$ cat config.mk
export PLATFORM = sky130hd
export DESIGN_NAME = riscv_lsu
export DESIGN_NICKNAME = d
export VERILOG_FILES = /design/src/rtl/riscv_lsu.sv
export SDC_FILE = /design/constraint.sdc
export NUM_CORES = 1
export LEC_CHECK = 0
export ABC_AREA = 1
export ABC_CLOCK_PERIOD_IN_PS = 9300
export BUFFER_PORTS_ARGS = -buffer_cell sky130_fd_sc_hd__clkbuf_2
export CAP_MARGIN = 20
export CELL_PAD_IN_SITES_DETAIL_PLACEMENT = 1
export CELL_PAD_IN_SITES_GLOBAL_PLACEMENT = 1
export CORE_UTILIZATION = 39
export CTS_BUF_LIST = sky130_fd_sc_hd__clkbuf_8
export DETAILED_ROUTE_END_ITERATION = 10
export GPL_ROUTABILITY_DRIVEN = 0
export GPL_TIMING_DRIVEN = 1
export PLACE_DENSITY = 0.89
export SYNTH_ARGS = -nofsm -noshare
export SYNTH_HDL_FRONTEND = slang
export SYNTH_SLANG_ARGS = --single-unit
$ cat constraint.sdc
create_clock -name clk_i -period 9.3 [get_ports clk_i]
set_input_delay 0.93 -clock clk_i [delete_from_list [all_inputs] [get_ports clk_i]]
set_output_delay 0.93 -clock clk_i [all_outputs]
set_load 0.05 [all_outputs]
$ cat src/rtl/riscv_lsu.sv
// Load/store unit: one memory op per instruction, stalls the core until the data port acks.
// Optional LSU_MISALIGN_TRAP_EN: misaligned H/W requests skip the bus and pulse lsu_misalign_o.
module riscv_lsu (
    input  logic        clk_i,
    input  logic        rst_i,
    input  logic        lsu_req_i,
    input  logic        lsu_we_i,
    input  logic [2:0]  lsu_size_i,
    input  logic [31:0] lsu_addr_i,
    input  logic [31:0] lsu_data_i,
    output logic [31:0] lsu_data_o,
    output logic        lsu_stall_req_o,
    output logic        data_req_o,
    output logic        data_we_o,
    output logic [3:0]  data_be_o,
    output logic [31:0] data_addr_o,
    output logic [31:0] data_wdata_o,
    input  logic [31:0] data_rdata_i,
    input  logic        data_ack_i
`ifdef LSU_MISALIGN_TRAP_EN
   ,output logic        lsu_misalign_o
`endif
);

    typedef enum logic [1:0] {IDLE, REQ, DONE} state_t;

    state_t      r_state, w_next;
    logic [31:0] r_addr;
    logic        r_we;
    logic [2:0]  r_size;
    logic [31:0] r_wdata;
    logic        r_req;
    logic [31:0] r_rdata;
    logic        w_in_mis;

    logic        w_is_w, w_is_h, w_unsigned;
    logic [3:0]  w_be;
    logic [31:0] w_wdata;
    logic [31:0] w_load;
    logic [7:0]  w_byte;
    logic [15:0] w_half;

`ifdef LSU_MISALIGN_TRAP_EN
    logic r_mis;
    always_comb begin
        w_in_mis = 1'b0;
        if (lsu_size_i == 3'd1 || lsu_size_i == 3'd5)
            w_in_mis = lsu_addr_i[0];
        else if (lsu_size_i == 3'd2)
            w_in_mis = |lsu_addr_i[1:0];
    end
    assign lsu_misalign_o = r_mis;
`else
    assign w_in_mis = 1'b0;
`endif

    // Size decode of the latched op; unused codes 3/6/7 fall through to signed byte.
    assign w_is_w     = (r_size == 3'd2);
    assign w_is_h     = (r_size == 3'd1) || (r_size == 3'd5);
    assign w_unsigned = (r_size == 3'd4) || (r_size == 3'd5);

    always_comb begin
        w_be    = 4'b0001 << r_addr[1:0];
        w_wdata = {4{r_wdata[7:0]}};
        if (w_is_w) begin
            w_be    = 4'b1111;
            w_wdata = r_wdata;
        end else if (w_is_h) begin
            w_be    = r_addr[1] ? 4'b1100 : 4'b0011;
            w_wdata = {2{r_wdata[15:0]}};
        end
    end

    always_comb begin
        w_byte = data_rdata_i[7:0];
        case (r_addr[1:0])
            2'd1:    w_byte = data_rdata_i[15:8];
            2'd2:    w_byte = data_rdata_i[23:16];
            2'd3:    w_byte = data_rdata_i[31:24];
            default: w_byte = data_rdata_i[7:0];
        endcase
        w_half = r_addr[1] ? data_rdata_i[31:16] : data_rdata_i[15:0];
        if (w_is_w)
            w_load = data_rdata_i;
        else if (w_is_h)
            w_load = {{16{w_half[15] & ~w_unsigned}}, w_half};
        else
            w_load = {{24{w_byte[7] & ~w_unsigned}}, w_byte};
    end

    always_comb begin
        w_next          = r_state;
        lsu_stall_req_o = 1'b0;
        case (r_state)
            IDLE: begin
                lsu_stall_req_o = lsu_req_i;
                if (lsu_req_i)
                    w_next = w_in_mis ? DONE : REQ;
            end
            REQ: begin
                lsu_stall_req_o = 1'b1;
                if (data_ack_i)
                    w_next = DONE;
            end
            DONE:    w_next = IDLE;
            default: w_next = IDLE;
        endcase
    end

    always_ff @(posedge clk_i or posedge rst_i) begin
        if (rst_i) begin
            r_state <= IDLE;
            r_req   <= 1'b0;
            r_addr  <= '0;
            r_we    <= 1'b0;
            r_size  <= '0;
            r_wdata <= '0;
            r_rdata <= '0;
        end else begin
            r_state <= w_next;
            r_req   <= (w_next == REQ);
            if (r_state == IDLE && lsu_req_i) begin
                r_addr  <= lsu_addr_i;
                r_we    <= lsu_we_i;
                r_size  <= lsu_size_i;
                r_wdata <= lsu_data_i;
            end
            if (r_state == REQ && data_ack_i && !r_we)
                r_rdata <= w_load;
        end
    end

`ifdef LSU_MISALIGN_TRAP_EN
    always_ff @(posedge clk_i or posedge rst_i) begin
        if (rst_i) r_mis <= 1'b0;
        else       r_mis <= (r_state == IDLE) && lsu_req_i && w_in_mis;
    end
`endif

    // Bus fields are forced to zero outside an active request.
    assign data_req_o   = r_req;
    assign data_we_o    = r_req & r_we;
    assign data_be_o    = r_req ? w_be : 4'b0000;
    assign data_addr_o  = r_req ? {r_addr[31:2], 2'b00} : 32'h0;
    assign data_wdata_o = r_req ? w_wdata : 32'h0;
    assign lsu_data_o   = r_rdata;

endmodule

==> impl_metrics.toml, run 1 <==
[drt]
wl_per_cell_um = 16.41
dr.pass1.iters = 6
route.detailed.drc = 0
vias_per_cell = 5.004
drt-total-wl_um = 16030
num_vias = 4889
drtIter0Drc = 236
drtAntennaViolNets = 0

[global_route]
antenna_found_initial = 0
grt_pass1_vias = 5220
grt_max_degree = 91
grt_pass1_wl_um = 26650
grtUsageTotal_pct = 24.44
gr-total-overflow = 0

[critical_path]
cp_num_buf_inv = 2
critical_path_arrival_ns = 2.24
reg2reg_from = "r_addr[1]"
cp-start-kind = "flop"
cp_data_required_time_ns = 8.37
cp_slowest_cell = "dfrtp_1"
worstSetupStartpoint = "r_size[1]"
max_stage_delay_ns = 0.43
cp-end-kind = "output port"
setup.worst_path.class = "reg2out"
r2r_slack_ns = 7.05
crit_path_max_fanout = 42
crit_family = "buffers and inverters"
path_cells = "nand3_2, buf_4, o21ai_0, a22oi_1, a21oi_1, clkbuf_2"

[finish]
final_core_util_pct = 49.43
diodes = 0
final_nets = 900
drive_above_1_share_pct = 38.20
stdcell_area_sq_um = 6520
area_growth_syn_to_layout_pct = 24.19

[logic_synthesis]
yosys.area.top_type = "dfrtp_1"
seq_area_frac_synth_pct = 49.09
synth.avg_cell_area_sq_um = 8.578
ys_top_cells_by_area = "dfrtp_1 49%, mux2_2 11%, nand2_1 9.0%"
synth_common_cells = "126 x nand2_1, 103 x dfrtp_1, 88 x nor2_1, 70 x a21oi_1, 64 x inv_1"
yosysTopAreaCellShare_pct = 49.09
synth_cell_type_count = 31
ys.flop_type = "dfrtp_1"
async_flop_share_pct = 100.0
ys_ff_latch = 103
synth_edf_count = 0
synth_cells = 612
yosys_warnings = 0
synth_most_common_cell = "nand2_1"
syn_area_sq_um = 5250

[sta]
setup-tns-final_ns = 0
whs_ns = 0.4950
slew_headroom_pct = 29.90
timing.final.setup_violations = 0
final.min_clock_period_ns = 3.173
skew_ns = 0.01187
finalHoldViolCount = 0
fmax_ghz = 0.3152
rsz0062_at_grt = "no"
slew_viol_final = 0
timing.final.crit_share_pct = 34.12
tightest_slew_ns = 1.052

[outcome]
status = "finished, final reports clean"

[floorplanning]
io_pins = 207
core_area_sq_um = 13190
dieArea_sq_um = 13930
start_util_pct = 39.80
num_rows = 42
fp.dieW_um = 118.0
die_y_um = 118.0

[run]
maxCapViolations = 0

[hold_path]
hp-class = "reg2reg"
min_from = "lsu_data_o[0]"

[pwr]
leakagePower_nw = 3.660
p_per_area_nw_per_um2 = 401.7
peakVddDrop_uv = 215.3

[cts]
cts_buffer_depth = 2
clkTransAtPathRegs_ns = 0.10
cts_buffers = 9
post_cts_buffers = 0
cts_root_buffer = "clkbuf_8"
hold_buffers = 0
cts.sinks = 103
cts-htree-levels = 3
cts_tree = "built"
cts_resized = 0
clk_latency_ns = 0.39

[placed_design]
portBuffers = 204
post_dp_cell_area_sq_um = 6316
post-dp-hpwl_um = 11450
[kinds of logic after synthesis]
family	after synthesis	synth area share [%]
other	1	0.07143
and+or+nand+nor	238	18.28
DFF	103	49.09
muxes	49	10.51
buffers and inverters	107	9.271
AOI/OAI and AO/OA	114	12.77
[worst register-to-register path: stages (launching register included)]
cell	delay, ns
dfrtp_1	0.90
inv_2	0.31
nand2_1	0.18
nand2_1	0.06
inv_1	0.07
nand2_2	0.07
nand3_4	0.12
nand2_2	0.08
nand2_4	0.23
a21oi_1	0.12
[final cells by class]
class                   count  area, sq um
fillers                  1696         6670
flip-flops and latches    103         2579
multi-input cells         403         2197
repair buffers            208         1051
inverters                  71        269.0
well taps                 176        220.2
clock buffers               9        123.9
clock inverters             7        80.08
[routing by layer]
layer	part of all wire, %	GRT usage (%)	wire [um]
met1	41	28.75	6635
met5	0	0	0
met4	2.2	9.615	356
met3	6.8	6.444	1090
met2	50	42.28	7948
[sequential cells by signal (all words and copies together) (netlist names)]
name,count
data_req_o,1
lsu_data_o,32
r_addr,32
r_size,3
r_state,2
r_wdata,32
r_we,1
[where the power goes]
part	internal [W]	leakage (nW)	switching, W
Clock	0.000127	0.0964	0.000169
Combinational	0.000385	2.37	0.00116
Sequential	0.000646	1.19	0.000137
Total	0.00116	3.66	0.00146
[stage by stage]
stage	cells	power, W	setup slack (ns)
2_1_floorplan	613	0.001983	5.666
5_1_grt	977	0.002786	5.955
3_5_place_dp	961	0.002335	6.133
6_report	977	0.002619	6.127
4_1_cts	977	0.002638	6.085
3_3_place_gp	961	0.002290	6.174
[cells in the final DEF, fill, tap and decap left out]
cell	netlist	routed
o211ai_1	7	7
o22ai_1	7	7
a21oi_4	1	1
clkbuf_2	0	204
a21oi_1	70	70
nor2_1	88	88
o21ai_2	1	1
nand3_1	15	15
mux2_2	49	49
o21ai_0	14	14
dfrtp_2	0	1
inv_4	0	1
nor2_4	1	1
clkinv_4	0	2
clkinvlp_4	0	2
nand2_4	1	2
nand3_4	1	1
clkbuf_8	0	9
conb_1	1	2
a21oi_2	11	11
nand3_2	1	1
inv_1	64	63
clkinv_1	1	1
nand2_2	3	3
o21ai_4	1	1
nor2_2	2	2
buf_4	4	4
dfrtp_1	103	102
a22oi_1	1	1
bufinv_16	0	1
inv_6	0	2
inv_2	6	6
nand2_1	126	125
a31o_2	1	1
[worst paths after layout]
path / endpoint / depth (start not counted)
worst max register to register: lsu_data_o[28] / 9
worst min-delay path: lsu_data_o[0] / 2
worst min register to register: lsu_data_o[0] / 2
worst max-delay path: data_wdata_o[15] / 6
max in group asynchronous: data_req_o / 3
min in group asynchronous: r_addr[25] / 2
Power figures use the tool's default switching activity.
==> inputs of run 2 (changes only) <==
- ABC_CLOCK_PERIOD_IN_PS: 9300 -> 3100
- CORE_UTILIZATION: 39 -> 36
- PLACE_DENSITY: 0.89 -> 0.83
- clock period: 9.3 -> 3.1 ns (I/O delays scaled with it)
==> run 2 against run 1 <==
  * Routed wire length decreased by 0.52%
  * Power increased to 3.0 times the previous value
  * Combinational power increased to 3.0 times the previous value
  * Critical path depth unchanged
  * Die area increased by 8.2%
  * Non-clock buffer count increased by 6
  * Clock skew increased by 0.0021 ns
  * Final area increased by 1.3%
  * Clock power increased to 3.1 times the previous value
  * Critical path type unchanged
  * Largest power group unchanged
  * Highest routed layer unchanged
==> impl_metrics.toml, run 2 (synthesis results as in run 1) <==
[outcome]
status = "finished, final reports clean"

[cts]
hold_buffers = 0
cts_root_buffer = "clkbuf_8"
cts_tree = "built"
cts_buffer_depth = 2
cts_resized = 0
clkTransAtPathRegs_ns = 0.12
cts_buffers = 9
post_cts_buffers = 0
cts.sinks = 103
clk_latency_ns = 0.39
cts-htree-levels = 3

[drt]
num_vias = 4776
drtAntennaViolNets = 0
dr.pass1.iters = 4
drtIter0Drc = 151
wl_per_cell_um = 16.16
drt-total-wl_um = 15950
vias_per_cell = 4.839
route.detailed.drc = 0

[floorplanning]
dieArea_sq_um = 15070
num_rows = 43
fp.dieW_um = 122.8
io_pins = 207
start_util_pct = 37.39
die_y_um = 122.8
core_area_sq_um = 14040

[critical_path]
cp_data_required_time_ns = 2.79
critical_path_arrival_ns = 2.04
cp-end-kind = "output port"
crit_path_max_fanout = 20
cp-start-kind = "flop"
setup.worst_path.class = "reg2out"

[finish]
final_cell_mix = "203 x clkbuf_2, 125 x nand2_1, 102 x dfrtp_1, 88 x nor2_1, 70 x a21oi_1"
drive_above_1_share_pct = 38.66
diodes = 0
area_growth_syn_to_layout_pct = 25.86
stdcell_area_sq_um = 6608
final_nets = 906
final_common_cell = "clkbuf_2"
layout.cells.non_filler = 987

[pwr]
leakagePower_nw = 3.708
p_clk_share_pct = 11.7
combPwrFrac_pct = 59.2
p_int_w = 0.003524
switchingPower_w = 0.004387
power_switching_share_pct = 55.45
p_seq_share_pct = 29.2
p_per_area_nw_per_um2 = 1197
total_power_w = 0.007911
peakVddDrop_uv = 593.6

[sta]
final.min_clock_period_ns = 2.346
slew_headroom_pct = 48.16
timing.final.setup_violations = 0
skew_ns = 0.01396
timing.final.crit_share_pct = 75.66
rsz0062_at_grt = "no"
setup_ws_ns = 0.7545
slew_viol_final = 0
finalHoldViolCount = 0
setup-tns-final_ns = 0
fmax_ghz = 0.4263
tightest_slew_ns = 0.7776

[global_route]
grt_use_met3_pct = 6.087
grt_busiest_layer = "met2"
grt_pass1_vias = 4969
antenna_found_initial = 0
gr-total-overflow = 0
grt_max_degree = 61
grt_pass1_wl_um = 25170
met1_usage_pct = 25.91
grt_use_met2_pct = 38.69
grtUsageTotal_pct = 21.98

[placed_design]
post-dp-hpwl_um = 11870
dpl_worst_slack_ns = 1.153
post_dp_cell_area_sq_um = 6394
portBuffers = 204
dp_cells = 971

[run]
maxCapViolations = 0

[hold_path]
hp-class = "in2async"
## run 2: cell types whose count changed in the layout (fill, tap and decap cells not counted)
cell        before  now
buf_4            4    9
clkbuf_2       204  203
clkinv_8         0    1
clkinv_4         2    1
clkinvlp_4       2    0
inv_6            2    4
buf_12           0    2
## run 2: final timing paths
check,start,endpoint,slack (ns),depth (start not counted)
worst max-delay path,r_size[1],data_be_o[1],0.75,6
worst min-delay path,rst_i,r_addr[7],0.04,2
worst max register to register,r_addr[1],lsu_data_o[30],1.27,9
worst min register to register,lsu_data_o[6],lsu_data_o[6],0.50,2
max in group asynchronous,rst_i,lsu_data_o[7],2.33,3
min in group clk_i,data_ack_i,r_state[0],0.12,2
## run 2: power groups by stage
| stage | combinational (W) | clock [W] | sequential (W) |
|---|---|---|---|
| CTS | 0.00473 | 0.000957 | 0.00231 |
| global route | 0.00503 | 0.00100 | 0.00239 |
| detailed placement | 0.00472 | 0 | 0.00234 |
| global placement | 0.00462 | 0 | 0.00230 |
| floorplan | 0.00299 | 0 | 0.00296 |
| finish | 0.00468 | 0.000923 | 0.00231 |
## run 2: cell type report
type	instances	area (sq um)
Clock inverter	7	90.09
Sequential cell	103	2579
Timing Repair Buffer	214	1124
Tap cell	180	225.2
Multi-Input combinational cell	403	2197
Inverter	71	269.0
Clock buffer	9	123.9
Fill cell	1740	7435
## run 2: through the flow
stage	utilization (%)	hold WS, ns
after CTS	47.06	0.06396
after global placement	45.53	0.4687
after floorplan	-	0.4174
after global routing	47.06	0.1075
after detailed placement	45.53	0.4810
final	47.06	0.03747
## run 2: critical path, stage by stage, from the launching register on
cell and delay [ns]:
dfrtp_1 0.43, nor2_2 0.20, inv_2 0.21, o21ai_4 0.32, o21ai_0 0.13, inv_1 0.09, clkbuf_2 0.27
## run 2: per-layer routing
layer	vias to the layer above	wire length [um]
met4	0	207
met1	2305	6617
met2	138	7957
li1	2320	-
met5	-	0
met3	13	1164
